===== config.mk =====
export PLATFORM = sky130hd
export DESIGN_NAME = decoder_onehot_seq
export DESIGN_NICKNAME = d
export VERILOG_FILES = /design/src/rtl/decoder_onehot_seq.sv
export SDC_FILE = /design/constraint.sdc
export NUM_CORES = 1
export LEC_CHECK = 0
export BUFFER_PORTS_ARGS = -buffer_cell sky130_fd_sc_hd__buf_2
export CORE_MARGIN = 2
export CORE_UTILIZATION = 45
export CTS_CLUSTER_DIAMETER = 120
export DETAILED_ROUTE_END_ITERATION = 12
export GPL_TIMING_DRIVEN = 0
export HOLD_SLACK_MARGIN = 0.1
export PLACE_DENSITY = 0.68
export SETUP_SLACK_MARGIN = 0.02
export SLEW_MARGIN = 20
export SYNTH_ARGS = -nofsm -noshare
export SYNTH_HDL_FRONTEND = slang
export SYNTH_SLANG_ARGS = --single-unit

===== constraint.sdc =====
create_clock -name clk -period 2.4 [get_ports clk]
set_input_delay 0.24 -clock clk [delete_from_list [all_inputs] [get_ports clk]]
set_output_delay 0.24 -clock clk [all_outputs]
set_load 0.02 [all_outputs]

===== src/rtl/decoder_onehot_seq.sv =====
// Registered N-to-2^N one-hot decoder with enable, pulse/hold modes,
// optional index-0 masking and a hardware sweep of every output.
module decoder_onehot_seq #(
  parameter int unsigned SEL_W     = 4,
  parameter bit          MASK_ZERO = 1'b1
) (
  input  logic                  clk,
  input  logic                  rst_n,
  input  logic [SEL_W-1:0]      sel,
  input  logic                  en,
  input  logic                  hold,
  input  logic                  sweep_start,
  output logic [(1<<SEL_W)-1:0] y,
  output logic                  y_valid,
  output logic                  busy,
  output logic                  sweep_done
);

  localparam int unsigned OUT_W     = 1 << SEL_W;
  localparam int unsigned CNT_W     = SEL_W + 1;
  localparam int unsigned START_IDX = MASK_ZERO ? 1 : 0;
  localparam int unsigned LAST_IDX  = OUT_W - 1;

  typedef enum logic {
    ST_IDLE  = 1'b0,
    ST_SWEEP = 1'b1
  } state_e;

  state_e           state_q, state_d;
  logic [CNT_W-1:0] cnt_q, cnt_d;
  logic [OUT_W-1:0] y_q, y_d;
  logic             y_valid_q, y_valid_d;
  logic             busy_q, busy_d;
  logic             sweep_done_q, sweep_done_d;

  // Next-state and next-output logic; busy/sweep_done default low every cycle.
  always_comb begin
    state_d      = state_q;
    cnt_d        = cnt_q;
    y_d          = y_q;
    y_valid_d    = y_valid_q;
    busy_d       = 1'b0;
    sweep_done_d = 1'b0;

    case (state_q)
      ST_IDLE: begin
        if (sweep_start) begin
          y_d       = OUT_W'(1) << START_IDX;
          y_valid_d = 1'b1;
          busy_d    = 1'b1;
          cnt_d     = CNT_W'(START_IDX + 1);
          // A one-output sweep finishes on its first output.
          if (START_IDX == LAST_IDX) begin
            sweep_done_d = 1'b1;
          end else begin
            state_d = ST_SWEEP;
          end
        end else if (en) begin
          if (MASK_ZERO && (sel == '0)) begin
            y_d       = '0;
            y_valid_d = 1'b0;
          end else begin
            y_d       = OUT_W'(1) << sel;
            y_valid_d = 1'b1;
          end
        end else if (!hold || busy_q) begin
          // busy_q here means the last output came from a sweep: never latch it.
          y_d       = '0;
          y_valid_d = 1'b0;
        end
      end

      ST_SWEEP: begin
        y_d       = OUT_W'(1) << cnt_q;
        y_valid_d = 1'b1;
        busy_d    = 1'b1;
        if (cnt_q == CNT_W'(LAST_IDX)) begin
          sweep_done_d = 1'b1;
          cnt_d        = '0;
          state_d      = ST_IDLE;
        end else begin
          cnt_d = cnt_q + CNT_W'(1);
        end
      end
    endcase
  end

  always_ff @(posedge clk or negedge rst_n) begin
    if (!rst_n) begin
      state_q      <= ST_IDLE;
      cnt_q        <= '0;
      y_q          <= '0;
      y_valid_q    <= 1'b0;
      busy_q       <= 1'b0;
      sweep_done_q <= 1'b0;
    end else begin
      state_q      <= state_d;
      cnt_q        <= cnt_d;
      y_q          <= y_d;
      y_valid_q    <= y_valid_d;
      busy_q       <= busy_d;
      sweep_done_q <= sweep_done_d;
    end
  end

  assign y          = y_q;
  assign y_valid    = y_valid_q;
  assign busy       = busy_q;
  assign sweep_done = sweep_done_q;

endmodule


==> reports/metrics.cfg <==
[finish]
nNetsFinal=163
layout-drive-gt1-share=0.313
area_growth_pct=15.4
insertedDiodeCount=0

[synth]
synth_most_common_cell=dfrtp_1
synth_cell_type_count=38
synth_warnings=0
yosysTopAreaCellShare=0.458
ys_seq_area_frac=0.458
synth_area_leaders=dfrtp_1 46%, a32o_1 8.1%, mux2_4 7.7%, ha_1 5.5%, mux2_2 3.3%
synth_edf_count=0
syn_nets=130
synth_common_cells=25 x dfrtp_1, 11 x a32o_1, 7 x inv_1, 7 x mux2_4, 6 x ha_1
async_flop_share=1.00
synth_top_area_cell=dfrtp_1
syn_area_per_cell_sq_um=11.9
synth_area_sq_um=1370
syn_inst=115
synth-seq-cells=25
synth-main-ff-cell=dfrtp_1

[global_route]
overflow=0
antenna_found_initial=0
grt.total_usage=0.181
grt_max_degree=26
grt_first_pass_wirelength_mm=4.65
grt_pass1_vias=1002

[sta]
max_freq_mhz=592
rsz0062_at_grt=no
hold_viol_final=0
fin_crit_ns=1.69
setup_viol=0
maxSlewViolCount=0
fin_tns_setup_ns=0
fin_ws_ns=0.712
worstMarginPinSlew_ns=0.666
slew_headroom=0.550
fin_crit_sh=0.703
clock_skew_ns=0.00117

[min_path]
hold_path_depth=2
hold_path_end=y_valid$_DFFE_PN0P_
hp-start=en
worstHoldPathType=in2reg

[clock_network]
cts-root-buf=clkbuf_4
cts_made_buffers=3
cts_resized=0
worstSkewPairLatency_ns=0.33
cts.clk_slew.worst_paths_ns=0.12
cts_tree=built
clock_path_buffers=2
htree_num_levels=1
clock-sinks=25

[detailed_routing]
antenna_left=0
dr.pass1.iters=4
vias=1060
drc_errors=0
routedWlPerCell_um=16.7
dr.first_iter.drc_count=63
vias_per_cell=5.96
routed_wl_mm=2.97

[floorplanning]
initial_utilization=0.483
rows=19
dieWidth_um=59.1
core_sq_um=2830
die_area_sq_um=3490
ios=28
die_h_um=59.1

[power_and_ir_drop]
power_density_nw_per_um2=963
p_leak_nw=0.788
ir_drop_uv=392

[worst_setup_path]
cp_data_arrival_time_ns=1.91
cp-start-kind=flop
worstSetupEndpointType=flop
timing.rr.start=state_q$_DFF_PN0_
crit_type=reg2reg
cp.required_ns=2.63
worst-path-max-fanout=10
reg2reg_to=y[14]$_DFFE_PN0P_
r2r_slack_ns=0.71
rr_worst_depth=4

[placed_design]
hpwl_mm=2.21
pre_cts_ws_ns=0.747
portBuffers=27
globalplace.congestion=0.821

[job]
cap_violations=0

[run_status]
status=finished clean

per-stage QoR:
stage	hold WS, ns	area [sq um]	util	power [mW]	std cells
floorplan	-0.0556	1370	-	1.12	115
global placement	0.249	1540	0.544	1.31	173
detailed placement	0.259	1540	0.544	1.33	173
CTS	0.214	1580	0.557	1.52	178
global route	0.231	1580	0.557	1.62	178
finish	0.224	1580	0.557	1.52	178
logic make-up (layout without fill, tap and decap cells):
| logic type | count (synthesis) | in the layout | share of synthesized area |
|---|---|---|---|
| flops | 25 | 25 | 0.458 |
| fa+ha+maj | 6 | 6 | 0.0550 |
| simple gates | 31 | 31 | 0.152 |
| buf+inv | 13 | 45 | 0.0422 |
| mux | 11 | 11 | 0.110 |
| compound gates | 29 | 29 | 0.182 |
cell usage in the layout (no fill, tap or decap), drive strengths merged, types with 2 or more instances in the layout:
cell type,instances
buf,30
dfrtp,25
a32o,11
mux2,11
inv,7
clkbuf,7
ha,6
nand3,5
nor2,4
nor2b,4
nand2,4
a22oi,3
a2bb2oi,3
and2,3
o21ai,3
nor4bb,2
nor3b,2
state kept, by name (all words and copies together) (netlist names):
name	flops
y_valid	1
busy	1
cnt_q	5
sweep_done	1
y	16
state_q	1
routing by layer:
metal	vias to the layer above	GRT usage	share of wire
li1	505	-	-
met1	511	0.245	0.46
met2	39	0.292	0.46
met3	5	0.0218	0.057
met4	0	0.0779	0.022
met5	-	0	0
how the worst max path moves through the flow:
stage | from | to | slack (ns) | depth (start not counted)
after floorplan | state_q$_DFF_PN0_ | y[10]$_DFFE_PN0P_ | 0.89 | 4
after global placement | state_q$_DFF_PN0_ | y[3]$_DFFE_PN0P_ | 0.76 | 4
after detailed placement | state_q$_DFF_PN0_ | y[14]$_DFFE_PN0P_ | 0.75 | 4
after CTS | state_q$_DFF_PN0_ | y[14]$_DFFE_PN0P_ | 0.71 | 4
after global routing | cnt_q[2]$_DFFE_PN0P_ | y[5]$_DFFE_PN0P_ | 0.66 | 4
final | state_q$_DFF_PN0_ | y[14]$_DFFE_PN0P_ | 0.71 | 4
final cells by class:
type,instances,area (sq um)
inverters,7,26.3
well taps,31,38.8
fillers,259,1250
plain buffers,6,31.3
flip-flops and latches,25,626
clock buffers,4,26.3
repair buffers,28,145
multi-input cells,77,682
critical path, stage by stage, from the launching register on:
cell and delay [ns]:
dfrtp_1 0.48, nor4_4 0.45, nand2_2 0.17, buf_6 0.18
mux2_4 0.30
power by group:
group	internal, mW	switching (mW)	leakage (nW)	total [mW]
sequential	0.535	0.0772	0.322	0.612
clock	0.0653	0.122	0.0150	0.187
combinational	0.298	0.419	0.451	0.717
what timing repair did:
| item | 4_1_cts | 5_1_grt |
|---|---|---|
| hold buffers | 1 | 0 |
| buffers inserted | 0 | 0 |
| endpoints found under the setup margin | 0 | 0 |
| hold endpoints to repair | 25 | 0 |
Note: power is estimated with default switching activity, not from simulation.
